`src/rtl/alu_sequencer.sv`:
```
// Instruction sequencer for an external combinational ALU: accepts one opcode and operand pair,
// presents them to the ALU for one cycle, then captures and holds the result with flags until it is consumed.
module alu_sequencer #(
    parameter int unsigned N = 32
) (
    input  logic         clk,
    input  logic         rst_n,
    input  logic         in_valid,
    output logic         in_ready,
    input  logic [3:0]   opcode,
    input  logic [N-1:0] src_a,
    input  logic [N-1:0] src_b,
    output logic [3:0]   selector,
    output logic [N-1:0] op_a,
    output logic [N-1:0] op_b,
    input  logic [N-1:0] alu_out,
    output logic         res_valid,
    input  logic         res_ready,
    output logic [N-1:0] result,
    output logic         zero,
    output logic         neg,
    output logic         illegal,
    output logic [15:0]  op_count
);

    localparam int unsigned CNT_W   = 16;
    localparam logic [3:0]  OP_LAST = 4'b1010;

    typedef enum logic [1:0] {
        IDLE = 2'b00,
        EXEC = 2'b01,
        DONE = 2'b10
    } state_t;

    state_t             state;
    state_t             state_next;
    logic               in_ready_next;
    logic               res_valid_next;
    logic [3:0]         selector_next;
    logic [N-1:0]       op_a_next;
    logic [N-1:0]       op_b_next;
    logic [N-1:0]       result_next;
    logic               zero_next;
    logic               neg_next;
    logic               illegal_next;
    logic [CNT_W-1:0]   count_next;

    // State and output registers
    always_ff @(posedge clk or negedge rst_n) begin
        if (!rst_n) begin
            state     <= IDLE;
            in_ready  <= 1'b1;
            res_valid <= 1'b0;
            selector  <= 4'b0000;
            op_a      <= '0;
            op_b      <= '0;
            result    <= '0;
            zero      <= 1'b0;
            neg       <= 1'b0;
            illegal   <= 1'b0;
            op_count  <= '0;
        end else begin
            state     <= state_next;
            in_ready  <= in_ready_next;
            res_valid <= res_valid_next;
            selector  <= selector_next;
            op_a      <= op_a_next;
            op_b      <= op_b_next;
            result    <= result_next;
            zero      <= zero_next;
            neg       <= neg_next;
            illegal   <= illegal_next;
            op_count  <= count_next;
        end
    end

    // Next-state and next-output logic; handshake and status flops track the next state
    always_comb begin
        state_next    = state;
        selector_next = selector;
        op_a_next     = op_a;
        op_b_next     = op_b;
        result_next   = result;
        zero_next     = zero;
        neg_next      = neg;
        illegal_next  = illegal;
        count_next    = op_count;

        case (state)
            IDLE: begin
                if (in_valid && in_ready) begin
                    if (opcode <= OP_LAST) begin
                        selector_next = opcode;
                        op_a_next     = src_a;
                        op_b_next     = src_b;
                        state_next    = EXEC;
                    end else begin
                        // Illegal opcode skips the ALU entirely; operand registers keep old values
                        result_next  = '0;
                        zero_next    = 1'b1;
                        neg_next     = 1'b0;
                        illegal_next = 1'b1;
                        state_next   = DONE;
                    end
                end
            end
            EXEC: begin
                result_next  = alu_out;
                zero_next    = (alu_out == '0);
                neg_next     = alu_out[N-1];
                illegal_next = 1'b0;
                state_next   = DONE;
            end
            DONE: begin
                if (res_ready) begin
                    count_next = op_count + CNT_W'(1);
                    state_next = IDLE;
                end
            end
            default: state_next = IDLE;
        endcase

        in_ready_next  = (state_next == IDLE);
        res_valid_next = (state_next == DONE);
    end

endmodule

```
`config.mk`:
```
export PLATFORM = sky130hd
export DESIGN_NAME = alu_sequencer
export DESIGN_NICKNAME = d
export VERILOG_FILES = /design/src/rtl/alu_sequencer.sv
export SDC_FILE = /design/constraint.sdc
export NUM_CORES = 1
export LEC_CHECK = 0
export BUFFER_PORTS_ARGS = -buffer_cell sky130_fd_sc_hd__buf_2
export CORE_MARGIN = 2
export CORE_UTILIZATION = 40
export DETAILED_ROUTE_END_ITERATION = 8
export GPL_ROUTABILITY_DRIVEN = 1
export GPL_TIMING_DRIVEN = 0
export HOLD_SLACK_MARGIN = 0.15
export PLACE_DENSITY = 0.71
export SLEW_MARGIN = 20
export SYNTH_ARGS = -nofsm -noshare
export SYNTH_HDL_FRONTEND = slang
export SYNTH_SLANG_ARGS = --single-unit
```
`constraint.sdc`:
```
create_clock -name clk -period 5.01 [get_ports clk]
set_input_delay 0.501 -clock clk [delete_from_list [all_inputs] [get_ports clk]]
set_output_delay 0.501 -clock clk [all_outputs]
set_load 0.005 [all_outputs]
```
==> metrics.log, run 1 <==
INFO  metric synth_top_cell_area_share = 64.88%
INFO  metric gp_congestion = 0.8524
INFO  metric crit_path_max_fanout = 10
INFO  metric drc_errors = 0
INFO  metric yosys-top-cells-area = sky130_fd_sc_hd__dfrtp_1 (65%), sky130_fd_sc_hd__mux2_2 (14%), sky130_fd_sc_hd__a22o_1 (6.0%)
INFO  metric cellLeakagePower = 0.003421 uW
INFO  metric cts_htree_levels = 4
INFO  metric holdCritStartpoint = src_b[8]
INFO  metric clock_tree.root_cell = sky130_fd_sc_hd__clkbuf_16
INFO  metric cap_viol_max_count = 0
INFO  metric synth_sequential_area_ratio = 65.44%
INFO  metric setup_viol = 0
INFO  metric dpl.hpwl = 8429 um
INFO  metric wire_per_inst = 16.06 um
INFO  metric routed_wirelength = 11400 um
INFO  metric nNetsFinal = 659
INFO  metric worst_path_class_setup = flip-flop to flip-flop
INFO  metric cts_made_buffers = 17
INFO  metric critPathArrivalTime = 2.10 ns
INFO  metric netlist.top_cell.by_area = sky130_fd_sc_hd__dfrtp_1
INFO  metric finalSetupTns = 0 ns
INFO  metric cts_max_path_buffers = 2
INFO  metric rows = 39
INFO  metric chipWidth = 112.0 um
INFO  metric detail-route-antenna-nets = 0
INFO  metric clk_pin_slew = 0.05 ns
INFO  metric global_route.peak_usage_layer = met2
INFO  metric vias_in_the_first_global_route = 3765
INFO  metric reg2regPathDepth = 6
INFO  metric rsz0062_at_grt = no
INFO  metric hold_ws = 0.3162 ns
INFO  metric crit_path_end_kind = flip-flop
INFO  metric globalRoute.totalOverflow = 0
INFO  metric final.setup.worst_slack = 3.185 ns
INFO  metric max-vdd-ir-drop = 384.8 uV
INFO  metric pre_cts_ws = 2.969 ns
INFO  metric min_delay_worst_endpoint = op_b[8]$_DFFE_PN0P_
INFO  metric slew-limit-headroom = 67.24%
INFO  metric worst_r2r_startpoint = state[1]$_DFF_PN0_
INFO  metric largest_net_degree_at_the_start_of_global_routing = 74
INFO  metric sink_count_of_the_clock_tree = 122
INFO  metric maxClockFrequency = 547.9 MHz
INFO  metric met3_usage = 6.425%
INFO  metric met1_capacity_usage_during_global_routing = 23.15%
INFO  metric rr_endpoint = op_b[5]$_DFFE_PN0P_
INFO  metric power = 4357 uW
INFO  metric wire_length_of_the_first_global_routing_pass = 18620 um
INFO  metric power-per-cell-area = 650.8 nW/um^2
INFO  metric synth-warning-count = 0
INFO  metric design.portCount = 225
INFO  metric worst_pin_slew = 0.4914 ns
INFO  metric timing.critical_path.required = 5.29 ns
INFO  metric die-area = 12550 sq um
INFO  metric globalRouteTotalUtil = 18.91%
INFO  metric synth-seq-cells = 122
INFO  metric globalRouteMet2Util = 30.71%
INFO  metric routed_vias_inst = 4.972
INFO  metric mappedNetlistNets = 414
INFO  metric insertedDiodeCount = 0
INFO  metric synthDistinctLibCells = 32
INFO  metric firstDrtPassIters = 4
INFO  metric antenna_found_initial = 0
INFO  metric dr_total_vias = 3530
INFO  metric worstHoldPathCells = 2
INFO  metric hold_viol_final = 0
INFO  metric final_period_minus_worst_setup_slack = 1.825 ns
INFO  metric placeableCoreArea = 11420 sq um
INFO  metric syn-mean-instance-area = 15.10 sq um
INFO  metric area.growth.synth_to_final = 43.46%
INFO  metric critical_path.startpoint_type = flip-flop
INFO  metric initial_util = 40.87%
INFO  metric reg2reg_setup_slack = 3.18 ns
INFO  metric worstSkewPairLatency = 0.40 ns
INFO  metric synth_cells = 309
INFO  metric post_cts_buffers = 0
INFO  metric first_iter_violations = 191
INFO  metric hold_path_class = input port to flip-flop
INFO  metric status = complete, no violations
INFO  metric finalCritPeriodShare = 36.43%
INFO  metric report.final.slew_viol_count = 0
INFO  metric die_height = 112.0 um
INFO  metric syn_area = 4667 sq um
INFO  metric tritoncts = built
INFO  metric instances_no_fill = 710
INFO  metric placedCellCount = 677
INFO  metric layout_cells_sized_above_1 = 58.73%
INFO  metric port_buffer_count = 224
INFO  metric fin_worst_skew = 0.005819 ns
[final cells by class]
type	count	area [sq um]
repair buffers	226	1165
clock inverters	12	217.7
well taps	143	178.9
inverters	1	3.754
clock buffers	20	466.7
plain buffers	16	105.1
flip-flops and latches	122	3054
fillers	953	4723
multi-input cells	170	1504
[layer usage]
| layer | part of all wire (%) | routed length, um |
|---|---|---|
| met4 | 2.3 | 265 |
| met3 | 6.1 | 701 |
| met1 | 41 | 4648 |
| met5 | 0 | 0 |
| met2 | 51 | 5784 |
[synth_stat cells]
cell	number
sky130_fd_sc_hd__nor2_1	7
sky130_fd_sc_hd__nand2_1	9
sky130_fd_sc_hd__nand3_1	4
sky130_fd_sc_hd__mux2_1	10
sky130_fd_sc_hd__mux2_2	58
sky130_fd_sc_hd__a21oi_1	1
sky130_fd_sc_hd__buf_6	2
sky130_fd_sc_hd__o22a_1	1
sky130_fd_sc_hd__nor4_2	1
sky130_fd_sc_hd__o21ai_0	4
sky130_fd_sc_hd__nand4_1	6
sky130_fd_sc_hd__inv_1	1
sky130_fd_sc_hd__clkbuf_1	2
sky130_fd_sc_hd__dfrtp_1	121
sky130_fd_sc_hd__xnor2_1	10
sky130_fd_sc_hd__buf_2	6
sky130_fd_sc_hd__dfstp_2	1
sky130_fd_sc_hd__and3b_1	1
sky130_fd_sc_hd__and4_1	2
sky130_fd_sc_hd__a22o_1	32
sky130_fd_sc_hd__nor2_2	1
sky130_fd_sc_hd__o31a_1	1
sky130_fd_sc_hd__nand2b_1	1
sky130_fd_sc_hd__xor2_1	5
sky130_fd_sc_hd__and2_1	1
sky130_fd_sc_hd__nor2b_1	1
sky130_fd_sc_hd__nor2_4	1
sky130_fd_sc_hd__and4b_1	1
sky130_fd_sc_hd__buf_4	6
sky130_fd_sc_hd__and3_1	3
sky130_fd_sc_hd__ha_1	1
sky130_fd_sc_hd__nor4_1	8
[kinds of logic (layout without fill, tap and decap cells)]
logic type | Yosys count | count (layout) | synth area share, %
flops | 122 | 122 | 65.44
fa+ha+maj | 1 | 1 | 0.2681
xor+xnor | 15 | 15 | 2.815
buf+inv | 17 | 275 | 2.332
compound gates | 39 | 39 | 6.917
simple gates | 47 | 47 | 5.818
mux | 68 | 68 | 16.41
[layout by cell type (no fill, tap or decap), types with 2 or more instances in the layout]
master                       Yosys  final
sky130_fd_sc_hd__nand2_1         9      9
sky130_fd_sc_hd__mux2_2         58     58
sky130_fd_sc_hd__nor4_1          8      8
sky130_fd_sc_hd__nand3_1         4      4
sky130_fd_sc_hd__nand4_1         6      6
sky130_fd_sc_hd__clkinvlp_4      0      3
sky130_fd_sc_hd__and4_1          2      2
sky130_fd_sc_hd__nor2_1          7      7
sky130_fd_sc_hd__clkbuf_16       0     17
sky130_fd_sc_hd__bufinv_16       0      6
sky130_fd_sc_hd__clkinv_2        0      3
sky130_fd_sc_hd__xnor2_1        10     10
sky130_fd_sc_hd__clkbuf_8        0      3
sky130_fd_sc_hd__mux2_1         10     10
sky130_fd_sc_hd__dfrtp_1       121    121
sky130_fd_sc_hd__a22o_1         32     32
sky130_fd_sc_hd__buf_4           6      6
sky130_fd_sc_hd__buf_2           6    229
sky130_fd_sc_hd__clkbuf_1        2      2
sky130_fd_sc_hd__xor2_1          5      5
sky130_fd_sc_hd__o21ai_0         4      4
sky130_fd_sc_hd__and3_1          3      3
sky130_fd_sc_hd__buf_6           2      3
[where the power goes]
group	switching [uW]	internal, uW	total [uW]
Combinational	536	739	1280
Clock	427	970	1400
Sequential	244	1440	1690
Total	1210	3150	4360
[worst max-delay path: stages, from the launching register on]
cell,delay (ns)
sky130_fd_sc_hd__dfrtp_1,0.45
sky130_fd_sc_hd__nor2_1,0.17
sky130_fd_sc_hd__nand3_1,0.16
sky130_fd_sc_hd__nor2_4,0.23
sky130_fd_sc_hd__buf_6,0.19
sky130_fd_sc_hd__buf_6,0.16
sky130_fd_sc_hd__mux2_1,0.34
[registers in the layout, summed over array words and instances (netlist names)]
register / flops
op_a: 32
res_valid: 1
illegal: 1
zero: 1
op_count: 16
state: 2
in_ready: 1
result: 32
selector: 4
op_b: 32
[through the flow]
step,cell area [sq um],utilization [%]
6_report,6695,58.63
5_1_grt,6695,58.63
4_1_cts,6695,58.63
3_5_place_dp,6001,52.55
3_3_place_gp,5967,52.26
2_1_floorplan,4667,-
[worst max path at each step]
| stage | start | endpoint |
|---|---|---|
| final | state[1]$_DFF_PN0_ | op_b[5]$_DFFE_PN0P_ |
| after global routing | state[1]$_DFF_PN0_ | op_b[6]$_DFFE_PN0P_ |
| after CTS | state[1]$_DFF_PN0_ | op_b[5]$_DFFE_PN0P_ |
| after detailed placement | opcode[1] | op_b[10]$_DFFE_PN0P_ |
| after global placement | rst_n | op_a[5]$_DFFE_PN0P_ |
| after floorplan | opcode[1] | op_b[10]$_DFFE_PN0P_ |
[repair_timing]
item,4_1_cts,5_1_grt
hold buffers,1,0
gates resized for setup,0,0
hold endpoints to repair,49,0
Power figures use the tool's default switching activity.
==> run 2, diff against run 1 <==
PLACE_DENSITY = 0.74   (was 0.71)
clock period = 1.6 ns   (was 5.01 ns; I/O delays follow)
==> run 2 against run 1 <==
Net effect: largest cell class unchanged; register-to-register slack worse by 3.2 ns; the flow now finishes with violations (setup timing); critical path type is now input port to flip-flop; combinational power grew to 3.9 times the previous value; cell count grew 16%; power rose to 3.3 times the previous value; die area unchanged; worst setup slack worse by 3.2 ns; highest routed layer unchanged.
==> metrics.log, run 2 (synthesis gave the netlist of run 1 again) <==
INFO  metric status = finished, violations left (was complete, no violations)
INFO  metric violations = setup timing
INFO  metric dpl.hpwl = 8485 um (was 8429 um)
INFO  metric globalRouteTotalUtil = 23.57% (was 18.91%)
INFO  metric filler_cell_count = 788 (was 953)
INFO  metric worst_path_class_setup = input port to flip-flop (was flip-flop to flip-flop)
INFO  metric detail-route-antenna-nets = 0 (unchanged)
INFO  metric fin_worst_skew = 0.005893 ns (was 0.005819 ns)
INFO  metric gp_congestion = 0.8839 (was 0.8524)
INFO  metric slew-limit-headroom = 64.09% (was 67.24%)
INFO  metric finalCritPeriodShare = 102.1%
INFO  metric finalSetupTns = -0.2965 ns (was 0 ns)
INFO  metric power = 14290 uW (was 4357 uW)
INFO  metric worst_pin_slew = 0.5387 ns (was 0.4914 ns)
INFO  metric tritoncts = built (unchanged)
INFO  metric rsz0062_at_grt = yes (was no)
INFO  metric hold_path_class = input port to asynchronous set/reset pin (was input port to flip-flop)
INFO  metric largest_net_degree_at_the_start_of_global_routing = 67 (was 74)
INFO  metric vias_in_the_first_global_route = 4594 (was 3765)
INFO  metric sink_count_of_the_clock_tree = 122 (unchanged)
INFO  metric firstDrtPassIters = 4 (unchanged)
INFO  metric layout_cells_sized_above_1 = 52.94% (was 58.73%)
INFO  metric timing.critical_path.required = 1.88 ns (was 5.29 ns)
INFO  metric max-vdd-ir-drop = 1236 uV (was 384.8 uV)
INFO  metric wire_per_inst = 17.68 um (was 16.06 um)
INFO  metric setup_viol = 12 (was 0)
INFO  metric die-area = 12550 sq um (unchanged)
INFO  metric final.setup.worst_slack = -0.03292 ns (was 3.185 ns)
INFO  metric wire_length_of_the_first_global_routing_pass = 23040 um (was 18620 um)
INFO  metric die_height = 112.0 um (unchanged)
INFO  metric postLayoutCoreUtil = 69.98% (was 58.63%)
INFO  metric chipWidth = 112.0 um (unchanged)
INFO  metric final_period_minus_worst_setup_slack = 1.633 ns
INFO  metric routed_wirelength = 14570 um (was 11400 um)
INFO  metric area.growth.synth_to_final = 71.21% (was 43.46%)
INFO  metric maxClockFrequency = 612.4 MHz
INFO  metric clk_pin_slew = 0.05 ns (about the same)
INFO  metric first_iter_violations = 224 (was 191)
INFO  metric dr_total_vias = 4141 (was 3530)
INFO  metric final_common_cell = sky130_fd_sc_hd__buf_2 (unchanged)
INFO  metric placeableCoreArea = 11420 sq um (unchanged)
INFO  metric antenna_found_initial = 1 (was 0)
INFO  metric worstSkewPairLatency = 0.40 ns (about the same)
INFO  metric power-per-cell-area = 1788 nW/um^2 (was 650.8 nW/um^2)
INFO  metric port_buffer_count = 224 (unchanged)
INFO  metric rows = 39 (unchanged)
INFO  metric critPathArrivalTime = 1.91 ns (was 2.10 ns)
INFO  metric largest_registers = op_a x32, op_b x32, result x32 (unchanged)
INFO  metric cap_viol_max_count = 0 (unchanged)
INFO  metric initial_util = 40.87% (unchanged)
INFO  metric hold_viol_final = 0 (unchanged)
INFO  metric crit_path_end_kind = flip-flop (unchanged)
INFO  metric crit_path_max_fanout = 10 (unchanged)
INFO  metric layout_common_cells = sky130_fd_sc_hd__buf_2 (225), sky130_fd_sc_hd__dfrtp_1 (119), sky130_fd_sc_hd__dlygate4sd3_1 (103) (was sky130_fd_sc_hd__buf_2 (229), sky130_fd_sc_hd__dfrtp_1 (121), sky130_fd_sc_hd__mux2_2 (58))
INFO  metric clock_tree.root_cell = sky130_fd_sc_hd__clkbuf_16 (unchanged)
INFO  metric report.final.slew_viol_count = 0 (unchanged)
INFO  metric design.portCount = 225 (unchanged)
INFO  metric nNetsFinal = 773 (was 659)
INFO  metric cts_made_buffers = 17 (unchanged)
INFO  metric routed_vias_inst = 5.025 (was 4.972)
INFO  metric globalRoute.totalOverflow = 0 (unchanged)
INFO  metric critical_path.startpoint_type = input port (was flip-flop)
INFO  metric cts_max_path_buffers = 2 (unchanged)
INFO  metric cellLeakagePower = 0.004034 uW (was 0.003421 uW)
INFO  metric cts_htree_levels = 4 (unchanged)
INFO  metric drc_errors = 0 (unchanged)
[run 2: changes by cell type in the layout (fill, tap and decap cells not counted), moves of 6 or more]
cell and delta:
sky130_fd_sc_hd__buf_4 +6, sky130_fd_sc_hd__dlygate4sd3_1 +102, sky130_fd_sc_hd__mux2_1 -10, sky130_fd_sc_hd__mux2_2 -25, sky130_fd_sc_hd__mux2_4 +35
[run 2: cell type report]
class / count / area [sq um] / area share (%)
multi-input combinational: 170 / 1672 / 20.92
timing repair buffer: 341 / 2318 / 29.02
antenna: 1 / 2.502 / 0.03132
inverter: 1 / 3.754 / 0.04698
clock buffer: 23 / 498.0 / 6.232
buffer: 15 / 145.1 / 1.816
clock inverter: 8 / 115.1 / 1.441
sequential: 122 / 3057 / 38.26
tap: 143 / 178.9 / 2.239
[run 2: layer usage]
layer / global-route usage [%] / wire length (um) / up-vias / part of all wire, %
met4: 14.23 / 667 / 0 / 4.6
met5: 0 / 0 / - / 0
li1: - / - / 1840 / -
met3: 6.371 / 839 / 55 / 5.8
met1: 26.31 / 5360 / 2051 / 37
met2: 40.44 / 7704 / 195 / 53
[run 2: timing repair]
item	in CTS	in global routing
endpoints found under the setup margin	91	98
hold endpoints to repair	159	0
pin swaps	2	1
setup buffers	7	5
gates cloned	1	0
gates resized for setup	52	16
hold buffers	103	0
[run 2: path summary, 6_finish.rpt]
path	slack [ns]	startpoint	cells past startpoint	end
setup / recovery	-0.03	opcode[3]	8	op_b[29]$_DFFE_PN0P_
hold / removal	0.32	rst_n	2	result[15]$_DFFE_PN0P_
setup reg to reg	-0.01	in_ready$_DFF_PN1_	5	op_b[29]$_DFFE_PN0P_
hold reg to reg	0.48	op_count[6]$_DFFE_PN0P_	1	op_count[6]$_DFFE_PN0P_
max in group asynchronous	0.57	rst_n	3	in_ready$_DFF_PN1_
min in group clk	0.45	opcode[2]	5	state[0]$_DFF_PN0_
[run 2: per-stage QoR]
step	cells	hold WS, ns	instance area, sq um	worst slack [ns]
floorplan	309	-0.1356	4667	0.02927
global placement	676	0.3778	5967	-1.057
detailed placement	677	0.1594	6001	-0.2609
CTS	818	0.2877	7909	-0.04726
global route	824	0.3462	7990	-0.06740
finish	824	0.3224	7990	-0.03292
[run 2: critical path: stages]
cell                            delay (ns)
sky130_fd_sc_hd__dlygate4sd3_1        0.56
sky130_fd_sc_hd__buf_2                0.14
sky130_fd_sc_hd__inv_1                0.11
sky130_fd_sc_hd__nor2_1               0.09
sky130_fd_sc_hd__nor2_4               0.21
sky130_fd_sc_hd__buf_6                0.16
sky130_fd_sc_hd__buf_8                0.15
sky130_fd_sc_hd__mux2_2               0.34
[run 2: report_power, final]
group	internal [uW]	total, uW	switching, uW	leakage [uW]
clock network	2630	3900	1270	0.000309
logic	3020	5010	1990	0.00222
registers	4520	5370	850	0.00150
